$ cat config.mk
export PLATFORM = sky130hd
export DESIGN_NAME = lcd_ctrl
export DESIGN_NICKNAME = d
export VERILOG_FILES = /design/src/rtl/lcd_pkg.sv /design/src/rtl/lcd_timer.sv /design/src/rtl/lcd_ctrl.sv
export SDC_FILE = /design/constraint.sdc
export NUM_CORES = 1
export LEC_CHECK = 0
export ABC_AREA = 1
export CORE_UTILIZATION = 25
export DETAILED_ROUTE_END_ITERATION = 16
export PLACE_DENSITY = 0.55
export RECOVER_POWER = 25
export SETUP_SLACK_MARGIN = 0.1
export SLEW_MARGIN = 20
export SYNTH_ARGS = -nofsm -noshare
export SYNTH_HDL_FRONTEND = slang
export SYNTH_SLANG_ARGS = --single-unit
export TNS_END_PERCENT = 1
$ cat constraint.sdc
create_clock -name clk_i -period 4.38 [get_ports clk_i]
set_input_delay 0.657 -clock clk_i [delete_from_list [all_inputs] [get_ports clk_i]]
set_output_delay 0.657 -clock clk_i [all_outputs]
set_load 0.05 [all_outputs]
$ cat src/rtl/lcd_pkg.sv
// Shared types and constants for the HD44780 write-only LCD controller.
package lcd_pkg;

  localparam int unsigned CNT_W = 17;

  // Bit positions inside the memory-mapped LCD register
  localparam int unsigned IO_ON_BIT   = 31;
  localparam int unsigned IO_TGL_BIT  = 30;
  localparam int unsigned IO_RS_BIT   = 9;
  localparam int unsigned IO_DATA_MSB = 7;

  localparam int unsigned DEF_SETUP_CYC = 3;
  localparam int unsigned DEF_EN_CYC    = 12;
  localparam int unsigned DEF_HOLD_CYC  = 3;
  localparam int unsigned DEF_EXEC_CYC  = 2000;
  localparam int unsigned DEF_CLEAR_CYC = 82000;

  typedef enum logic [2:0] {
    ST_IDLE,
    ST_SETUP,
    ST_PULSE,
    ST_HOLD,
    ST_WAIT
  } lcd_state_e;

  // Clear display / return home need the long execution wait
  function automatic logic is_long_cmd(input logic rs, input logic [7:0] data);
    return !rs && (data == 8'h01 || data == 8'h02 || data == 8'h03);
  endfunction

endpackage

$ cat src/rtl/lcd_timer.sv
// Loadable down-counter; done while the count sits at zero.
module lcd_timer
  import lcd_pkg::*;
(
  input  logic             clk_i,
  input  logic             rst_ni,
  input  logic             load_i,
  input  logic [CNT_W-1:0] load_val_i,
  output logic             done_o
);

  logic [CNT_W-1:0] cnt_q, cnt_d;

  always_comb begin
    cnt_d = cnt_q;
    if (load_i)              cnt_d = load_val_i;
    else if (cnt_q != '0)    cnt_d = cnt_q - 1'b1;
  end

  always_ff @(posedge clk_i or negedge rst_ni) begin
    if (!rst_ni) cnt_q <= '0;
    else         cnt_q <= cnt_d;
  end

  assign done_o = (cnt_q == '0);

endmodule

$ cat src/rtl/lcd_ctrl.sv
// HD44780 write sequencer: toggle-triggered setup / EN pulse / hold / execution wait.
module lcd_ctrl
  import lcd_pkg::*;
#(
  parameter int unsigned SETUP_CYC = DEF_SETUP_CYC,
  parameter int unsigned EN_CYC    = DEF_EN_CYC,
  parameter int unsigned HOLD_CYC  = DEF_HOLD_CYC,
  parameter int unsigned EXEC_CYC  = DEF_EXEC_CYC,
  parameter int unsigned CLEAR_CYC = DEF_CLEAR_CYC
) (
  input  logic        clk_i,
  input  logic        rst_ni,
  input  logic [31:0] io_lcd_i,
  output logic        lcd_busy_o,
  output logic        lcd_on_o,
  output logic        lcd_en_o,
  output logic        lcd_rs_o,
  output logic        lcd_rw_o,
  output logic [7:0]  lcd_data_o
);

  localparam int unsigned CNT_LIM = 1 << CNT_W;

  if (SETUP_CYC == 0 || SETUP_CYC >= CNT_LIM ||
      EN_CYC    == 0 || EN_CYC    >= CNT_LIM ||
      HOLD_CYC  == 0 || HOLD_CYC  >= CNT_LIM ||
      EXEC_CYC  == 0 || EXEC_CYC  >= CNT_LIM ||
      CLEAR_CYC == 0 || CLEAR_CYC >= CNT_LIM) begin : g_bad_cyc
    $error("lcd_ctrl: every *_CYC parameter must be in 1 .. 2**17-1");
  end

  // Timer holds N-1 on entry so a state lasts exactly N cycles
  localparam logic [CNT_W-1:0] SETUP_LD = CNT_W'(SETUP_CYC - 1);
  localparam logic [CNT_W-1:0] EN_LD    = CNT_W'(EN_CYC - 1);
  localparam logic [CNT_W-1:0] HOLD_LD  = CNT_W'(HOLD_CYC - 1);
  localparam logic [CNT_W-1:0] EXEC_LD  = CNT_W'(EXEC_CYC - 1);
  localparam logic [CNT_W-1:0] CLEAR_LD = CNT_W'(CLEAR_CYC - 1);

  lcd_state_e       state_q, state_d;
  logic             tgl_q, tgl_d;
  logic             rs_q, rs_d;
  logic [7:0]       data_q, data_d;
  logic             busy_q, on_q, en_q, rw_q;
  logic             req;
  logic             tmr_load, tmr_done;
  logic [CNT_W-1:0] tmr_val;
  logic             unused_io;

  assign unused_io = ^{io_lcd_i[29:10], io_lcd_i[8]};
  assign req       = (io_lcd_i[IO_TGL_BIT] != tgl_q);

  lcd_timer u_timer (
    .clk_i      (clk_i),
    .rst_ni     (rst_ni),
    .load_i     (tmr_load),
    .load_val_i (tmr_val),
    .done_o     (tmr_done)
  );

  always_comb begin
    state_d  = state_q;
    tgl_d    = tgl_q;
    rs_d     = rs_q;
    data_d   = data_q;
    tmr_load = 1'b0;
    tmr_val  = '0;
    unique case (state_q)
      ST_IDLE: begin
        if (req) begin
          state_d  = ST_SETUP;
          tgl_d    = io_lcd_i[IO_TGL_BIT];
          rs_d     = io_lcd_i[IO_RS_BIT];
          data_d   = io_lcd_i[IO_DATA_MSB:0];
          tmr_load = 1'b1;
          tmr_val  = SETUP_LD;
        end
      end
      ST_SETUP: begin
        if (tmr_done) begin
          state_d  = ST_PULSE;
          tmr_load = 1'b1;
          tmr_val  = EN_LD;
        end
      end
      ST_PULSE: begin
        if (tmr_done) begin
          state_d  = ST_HOLD;
          tmr_load = 1'b1;
          tmr_val  = HOLD_LD;
        end
      end
      ST_HOLD: begin
        if (tmr_done) begin
          state_d  = ST_WAIT;
          tmr_load = 1'b1;
          tmr_val  = is_long_cmd(rs_q, data_q) ? CLEAR_LD : EXEC_LD;
        end
      end
      ST_WAIT: begin
        if (tmr_done) state_d = ST_IDLE;
      end
      default: state_d = ST_IDLE;
    endcase
  end

  always_ff @(posedge clk_i or negedge rst_ni) begin
    if (!rst_ni) begin
      state_q <= ST_IDLE;
      tgl_q   <= 1'b0;
      rs_q    <= 1'b0;
      data_q  <= 8'h00;
      busy_q  <= 1'b0;
      on_q    <= 1'b0;
      en_q    <= 1'b0;
      rw_q    <= 1'b0;
    end else begin
      state_q <= state_d;
      tgl_q   <= tgl_d;
      rs_q    <= rs_d;
      data_q  <= data_d;
      // Strobes come from the next state so they line up with state entry
      busy_q  <= (state_d != ST_IDLE);
      en_q    <= (state_d == ST_PULSE);
      on_q    <= io_lcd_i[IO_ON_BIT];
      rw_q    <= 1'b0;
    end
  end

  assign lcd_busy_o = busy_q;
  assign lcd_on_o   = on_q;
  assign lcd_en_o   = en_q;
  assign lcd_rs_o   = rs_q;
  assign lcd_rw_o   = rw_q;
  assign lcd_data_o = data_q;

endmodule

Word level (Yosys, flattened, before mapping)
Cells that the tools add are included.
- flip-flop bits (word level): 33
- output and inout port bits: 13
- word-level logic and storage cells: 46
- $add $sub $neg: 1
- eq/ne operators: 9
- mux-type cells: 17
- reduce and logical (&&, ||, !) cells: 11
- operator list (kind ; number):
    2-to-1 mux 17 bit ; 4
    case mux 17 bit (4 select lines) ; 1
    logical NOT 17 bit ; 1
    nonzero test 17 bit ; 1
    subtractor 17 x 1 -> 17 bit (second input constant) ; 1
    == test 8 x 2 -> 1 bit (second input constant) ; 2
    2-to-1 mux 3 bit ; 5
    case mux 3 bit (5 select lines) ; 1
    == test 3 x 2 -> 1 bit (second input constant) ; 3
    == test 8 x 1 -> 1 bit (second input constant) ; 1
    2-to-1 mux 2 bit ; 2
    2-to-1 mux 4 bit ; 1
    == test 3 x 1 -> 1 bit (second input constant) ; 1
    == test 3 bit (second input constant) ; 1
    logical NOT 3 bit ; 1
    nonzero test 3 bit ; 1
    OR reduction 3 bit ; 1
    logical OR 1 bit ; 2
    2-to-1 mux 1 bit ; 2
    case mux 1 bit (2 select lines) ; 1
    AND reduction 2 bit ; 1
    nonzero test 2 bit ; 1
    logical AND 1 bit ; 1
    logical NOT 1 bit ; 1
    != test 1 bit ; 1

Logic depth before layout (Yosys ltp)
- depth in word-level cells: 8
- mapped depth: 12
- mapped depth without buffers: 12

Hierarchy
From an unflattened synthesis, not the netlist that was laid out.
- cell total of the unflattened synthesis: 261
- area total of the unflattened synthesis: 1929.4 um2
- by module, submodules not included (module ; instances ; cells each ; area each (um2) ; sequential area each (um2)):
    lcd_timer ; 1 ; 170 ; 1181.1 ; 425.4
    lcd_ctrl ; 1 ; 91 ; 748.2 ; 400.4

Worst setup path before layout
OpenSTA, ideal clock, no wires.
- path kind: reg2reg
- from: reg u_timer.cnt_q[0]
- to: reg u_timer.cnt_q[6]
- setup time: 127 ps
- arrival: 1498 ps
- data required time: 4253 ps
- path slack: 2755 ps
- stages on the path, launching flop included: 13
- buffers on the path: 1
- period minus slack after synthesis: 1625 ps
- cell sequence: dfrtp_1 inv_1 ha_1 inv_1 nor2_1 nand2_1 nor2_4 nand3_4 nand2_4 inv_2 buf_6 nand2_1 a21oi_1
- longest elaborated chain between the ends: 4
- elaborated cells on any way between the ends: 10
- those cells by class: add/sub (1); mux (6); reduce/logical (3)
- RTL lines (element ; RTL line ; RTL):
    start, declared ; lcd_timer.sv:12 ; logic [CNT_W-1:0] cnt_q, cnt_d;
    start signal, assigned ; lcd_timer.sv:22 ; else cnt_q <= cnt_d;
    parallel branches: the longest is 4 deep, another holds subtractor 17 x 1 -> 17 bit ; -- ;
Several ways; the timed one is not identified. The select of a mux whose other input is x is not followed.
A chain may end at the register's enable or synchronous reset.

Worst setup path after layout
- from: reg data_q[0] (netlist: lcd_data_o[0])
- to: out lcd_data_o[0]
- RTL lines (element ; RTL line ; RTL):
    start, declared ; lcd_ctrl.sv:42 ; logic [7:0] data_q, data_d;
    start signal, assigned ; lcd_ctrl.sv:120 ; data_q <= data_d;
    end, declared ; lcd_ctrl.sv:19 ; output logic [7:0] lcd_data_o
No word-level cell between the ends.

==> impl_metrics.toml <==
[timing]
worst_pin_slew_ps = 1800
rsz0062_at_grt = "false"
min_period_ps = 2140
maxSlewViolCount = 34
clock.fmax_mhz = 467
clock-skew-final_ps = 4.33
fin_crit_sh_pct = 48.9
setup_tns_ps = 0
holdWs_ps = 507
slew-limit-headroom_pct = -20.3
hold_viol = 0
setup_viol = 0

[cells_and_area]
fillers = 788
seq_area_um2 = 826
syn_to_final_growth_pct = 22.8
final_common_cell = "nand2_1"
fin_cells = 355
layout-drive-gt1-share_pct = 14.1
antenna_cells = 0
mostFrequentLayoutCells = "nand2_1 (57), nor2_1 (33), dfrtp_1 (33)"
fin_nets = 291
multi_input_area_um2 = 920
postLayoutCoreUtil_pct = 31.7

[clock_network]
htreeDepth = 2
cts_made_buffers = 5
hold_buffers = 0
cts.repair.resized = 0
cts_buffer_depth = 2
path_clk_slew_ps = 70
clock_latency_ps = 290
cts.sinks = 33
post_cts_buffers = 0
root_buffer = "clkbuf_8"
tritoncts = "yes"

[grt]
grt_pass1_wl_um = 6770
grt_max_degree = 34
grt.total_usage_pct = 11.4
antenna_found_initial = 0
gr-total-overflow = 0
grt_pass1_vias = 1474

[yosys]
ys_types = 27
synth-edff-count = 0
synth_cells = 227
async_flop_share_pct = 100
ys_seq_area_share_pct = 44.4
synth.ff_latch_count = 33
ys.flop_type = "dfrtp_1"
synth_fp_nets = 263
syn_area_um2 = 1860
syn_area_per_cell_um2 = 8.20
ys_warn_count = 0

[job]
maxCapViolCount = 1

[route]
drc = 0
drt-total-wl_um = 3890
drt_pass1_iterations = 4
postRouteAntennaNets = 0
routed-via-count = 1517
wl_per_cell_um = 11.0
detail_route.vias_per_cell = 4.27
drt_iter0_drc = 47

[setup_path]
crit-reg2reg-launch = "u_timer.cnt_q[0]$_DFFE_PN0P_"
path_cells = "clkdlybuf4s50_1"
arrival_ps = 1480
crit_type = "flop to output port"
crit_family = "buffers and inverters"
cp_slowest_cell = "clkdlybuf4s50_1"
cp-start-kind = "flop"
crit_required_ps = 3720
r2r_slack_ps = 2520
cp-end-kind = "output port"
r2r-end = "u_timer.cnt_q[3]$_DFFE_PN0P_"
cp_slowest_stage_delay_ps = 810
reg2reg_depth = 11
cp_max_fo = 3
critPathBufInv = 1

[floorplan]
fp.dieW_um = 88.3
die_h_um = 88.3
rows = 31
coreArea_um2 = 7210
pin_count = 47
fp.dieArea_um2 = 7800
start_util_pct = 25.8

[place]
portBuffers = 24
place_hpwl_um = 2940
routabilityCongestion = 0.819
dp.cells = 347

[hold_path]
worst_hold_path.endpoint = "u_timer.cnt_q[1]$_DFFE_PN0P_"
hold_class = "flop to flop"
min-delay-start = "u_timer.cnt_q[1]$_DFFE_PN0P_"
hold_path_depth = 2

[outcome]
outcome = "finished with violations"
violations = "max-capacitance violations, max-slew violations"

[power]
power_density_nw_per_um2 = 250
power_mw = 0.571
leakagePower_nw = 1.06
peakVddDrop_v = 0.000158
worst max path at each step:
stage,slack (ps),startpoint,cells after the start,end
2_1_floorplan,2750,u_timer.cnt_q[0]$_DFFE_PN0P_,12,u_timer.cnt_q[6]$_DFFE_PN0P_
3_3_place_gp,2170,io_lcd_i[30],7,u_timer.cnt_q[3]$_DFFE_PN0P_
3_5_place_dp,2140,io_lcd_i[30],7,u_timer.cnt_q[3]$_DFFE_PN0P_
4_1_cts,2220,lcd_data_o[0]$_DFFE_PN0P_,1,lcd_data_o[0]
5_1_grt,2130,rst_ni,1,u_timer.cnt_q[8]$_DFFE_PN0P_
6_report,2240,lcd_data_o[0]$_DFFE_PN0P_,1,lcd_data_o[0]
metal layers:
metal  routed length, um  GRT usage, %  part of all wire [%]
met5                   0             0                     0
met4                  38          3.96                  0.98
met3                 222          3.08                   5.7
met2                1860          19.4                    48
met1                1770          13.9                    46
metrics by stage:
step / cell area (um^2) / setup WS (ps)
global route: 2290 / 2130
floorplan: 1860 / 2750
CTS: 2290 / 2220
finish: 2290 / 2240
detailed placement: 2190 / 2140
global placement: 2190 / 2170
power breakdown:
part | internal, mW | switching, mW
sequential | 0.305 | 0.0000899
clock | 0.127 | 0.118
combinational | 0.00947 | 0.0112
total | 0.442 | 0.130
synthesized netlist by cell type (2+ instances only):
cell type	n	area (um^2)
nand3_1	13	65.1
mux2_2	8	90.1
nor2_1	33	124
a21oi_1	14	70.1
nand3_2	2	20.0
inv_1	22	82.6
nand2_1	57	214
nand3b_1	2	15.0
nand4_1	3	18.8
nand2_2	5	31.3
dfrtp_1	33	826
xor2_1	5	43.8
o21ai_0	2	10.0
xnor2_1	2	17.5
nor2_4	5	56.3
buf_6	2	22.5
nor3_1	5	25.0
nor2_2	4	25.0
ha_1	2	25.0
state kept, by name, summed over array words and instances (netlist names):
| name | count |
|---|---|
| lcd_on_o | 1 |
| lcd_en_o | 1 |
| state_q | 3 |
| u_timer.cnt_q | 17 |
| lcd_data_o | 8 |
| lcd_rs_o | 1 |
| lcd_busy_o | 1 |
| tgl_q | 1 |
cells by family (layout without fill, tap and decap cells):
group,after synthesis,in the layout,share of synthesized area (%)
simple gates,132,132,34.5
other cells,1,1,0.201
fa+ha+maj,2,2,1.34
xor+xnor,7,7,3.29
compound gates,17,17,4.57
flops,33,33,44.4
buf+inv,26,55,6.25
mux,9,9,5.44
final cells by class:
| class | count | share of cell area (%) |
|---|---|---|
| Clock buffer | 6 | 3.61 |
| Clock inverter | 2 | 0.602 |
| Inverter | 23 | 3.78 |
| Multi-Input combinational cell | 168 | 40.2 |
| Sequential cell | 33 | 36.1 |
| Tap cell | 99 | 5.42 |
| Timing Repair Buffer | 24 | 10.2 |
Note: power is estimated with default switching activity, not from simulation.
==> patch: new RTL, config.mk and constraints unchanged <==
`CNT_W`: 17 -> 18.
--- a/src/rtl/lcd_pkg.sv
+++ b/src/rtl/lcd_pkg.sv
@@ -2,5 +2,5 @@
 package lcd_pkg;
 
-  localparam int unsigned CNT_W = 17;
+  localparam int unsigned CNT_W = 18;
 
   // Bit positions inside the memory-mapped LCD register
Behaviour: same outputs for any inputs over 10 cycles, from zero or initial values and one cycle with rst_ni low; that may be too few to reach the edited logic, so the function may still have changed.
==> patch against the original RTL <==
  * The run still ends with max-capacitance violations, max-slew violations left
  * Largest cell class unchanged
  * Setup slack worse by 360 ps
  * Critical path type is now in -> async
  * Sequential cell count rose by 1
  * Design area increased by 5.6%
  * Non-clock buffer count up 1
  * Area after synthesis is 5.4% higher
  * Clock skew up 0.82 ps
  * Count of clock-buffer cells in the layout did not move
  * Routed wire length grew 9.5%
  * Core utilization is 0.89 points higher
  * Sequential share of layout area fell by 0.87 points
  * Global-route usage shrank 0.31 points
Power is not compared: it rests on default switching activity, and its combinational part moved more than twofold at a synthesized area within 25%.
==> patch: results (changes against the original RTL) <==
stage,metric,value,unit,change
run_status,status,"finished, violations left",,
run_status,violations,"max-capacitance violations, max-slew violations",,
logic_synthesis,synth_nets,288,,+9.5%
worst_setup_path,cp_max_fo,34,,+31
hold_path,hold_class,reg -> reg,,
timing,tightest_slew,1880,ps,+77.7 ps
flow_run,drv_cap,1,,unchanged
timing,slew_violations,35,,+2.9%
timing,fin_skew,5.15,ps,+0.817 ps
logic_synthesis,synth-adder-area-share,1.27,%,-0.069 points
global_routing,grt_usage,11.1,%,-0.31 points
clocking,cts-buffers-inserted,5,,unchanged
global_routing,grt_max_degree,35,,+2.9%
route,dr.first_iter.drc_count,121,,+160%
placed_design,place.gp.congestion,0.802,,-2.0%
worst_setup_path,crit_slowest_cell,clkbuf_1,,
global_routing,grt_pass1_wl,7320,µm,+8.2%
route,wl,4260,µm,+9.5%
pwr,irDropWorstVdd,123,µV,
layout,n_fill_cell,770,,-2.3%
logic_synthesis,yosys-top-cells-area,"dfrtp_1, nand2_1, nand3_1",,
logic_synthesis,synth_common_cells,"nand2_1, dfrtp_1, nor2_1, nand3_1, inv_1",,
placed_design,placed_area,2310,µm²,+5.3%
logic_synthesis,synth_compound_area_share,3.44,%,-1.1 points
clocking,post_cts_buffers,0,,unchanged
logic_synthesis,synth_mux_area_share,0,%,-5.4 points
placed_design,dpl.hpwl,3120,µm,+6.2%
layout,final_nets,315,,+8.2%
logic_synthesis,ys_seq_area_share,43.3,%,-1.0 points
route,num_vias,1637,,+7.9%
worst_setup_path,cp.arrival,2540,ps,+1060 ps
layout,largest_register_ffs,18,,+1
logic_synthesis,synth-xor-area-share,4.46,%,+1.2 points
worst_setup_path,slowest_delay,1350,ps,+540 ps
layout,drive_above_1_share,12.9,%,-1.2 points
-- patch: final timing paths --
check,start,to,slack (ps),depth (start not counted)
max reg2reg,state_q[0],u_timer.cnt_q[14],2380,7
max,rst_ni,u_timer.cnt_q[12],1880,2
min reg2reg,tgl_q,tgl_q,500,2
max in group clk_i,io_lcd_i[30],u_timer.cnt_q[14],2160,7
min,tgl_q,tgl_q,500,2
min in group asynchronous,rst_ni,lcd_en_o,1410,2
-- patch: report_power, final --
group	switching [mW]	internal (mW)	leakage, nW	total (mW)
Clock	0.122	0.170	0.0514	0.292
Combinational	0.0325	0.0202	0.637	0.0528
Sequential	0.00401	0.319	0.399	0.323
Total	0.159	0.509	1.09	0.668
-- patch: logic make-up (layout without fill, tap and decap cells) --
family | after synthesis | in the layout
compound gates | 13 | 13
xor+xnor | 10 | 10
fa+ha+maj | 2 | 2
buf+inv | 28 | 56
flops | 34 | 34
other cells | 1 | 1
simple gates | 164 | 164
-- patch: per-stage QoR --
step | hold WS [ps] | worst slack [ps] | std cells | util (%) | power, mW
floorplan | 361 | 2890 | 252 | - | 0.355
global placement | 476 | 1860 | 371 | 31.1 | 0.384
detailed placement | 485 | 1860 | 371 | 31.1 | 0.384
CTS | 502 | 2170 | 379 | 32.6 | 0.680
global route | 531 | 1440 | 379 | 32.6 | 0.693
finish | 498 | 1880 | 379 | 32.6 | 0.668
-- patch: layout make-up --
type	instances	area share, %
well taps	99	5.13
inverters	23	3.78
repair buffers	25	10.1
clock inverters	2	1.56
flip-flops and latches	34	35.3
multi-input cells	190	41.2
clock buffers	6	3.01
-- patch: metal layers --
metal  track usage [%]  up-vias  share of wire [%]
met2              17.3       38                 46
met1              14.4      745                 49
met5                 0        -                  0
li1                  -      846                  -
met3              2.86        8                4.0
met4              4.97        0                1.3
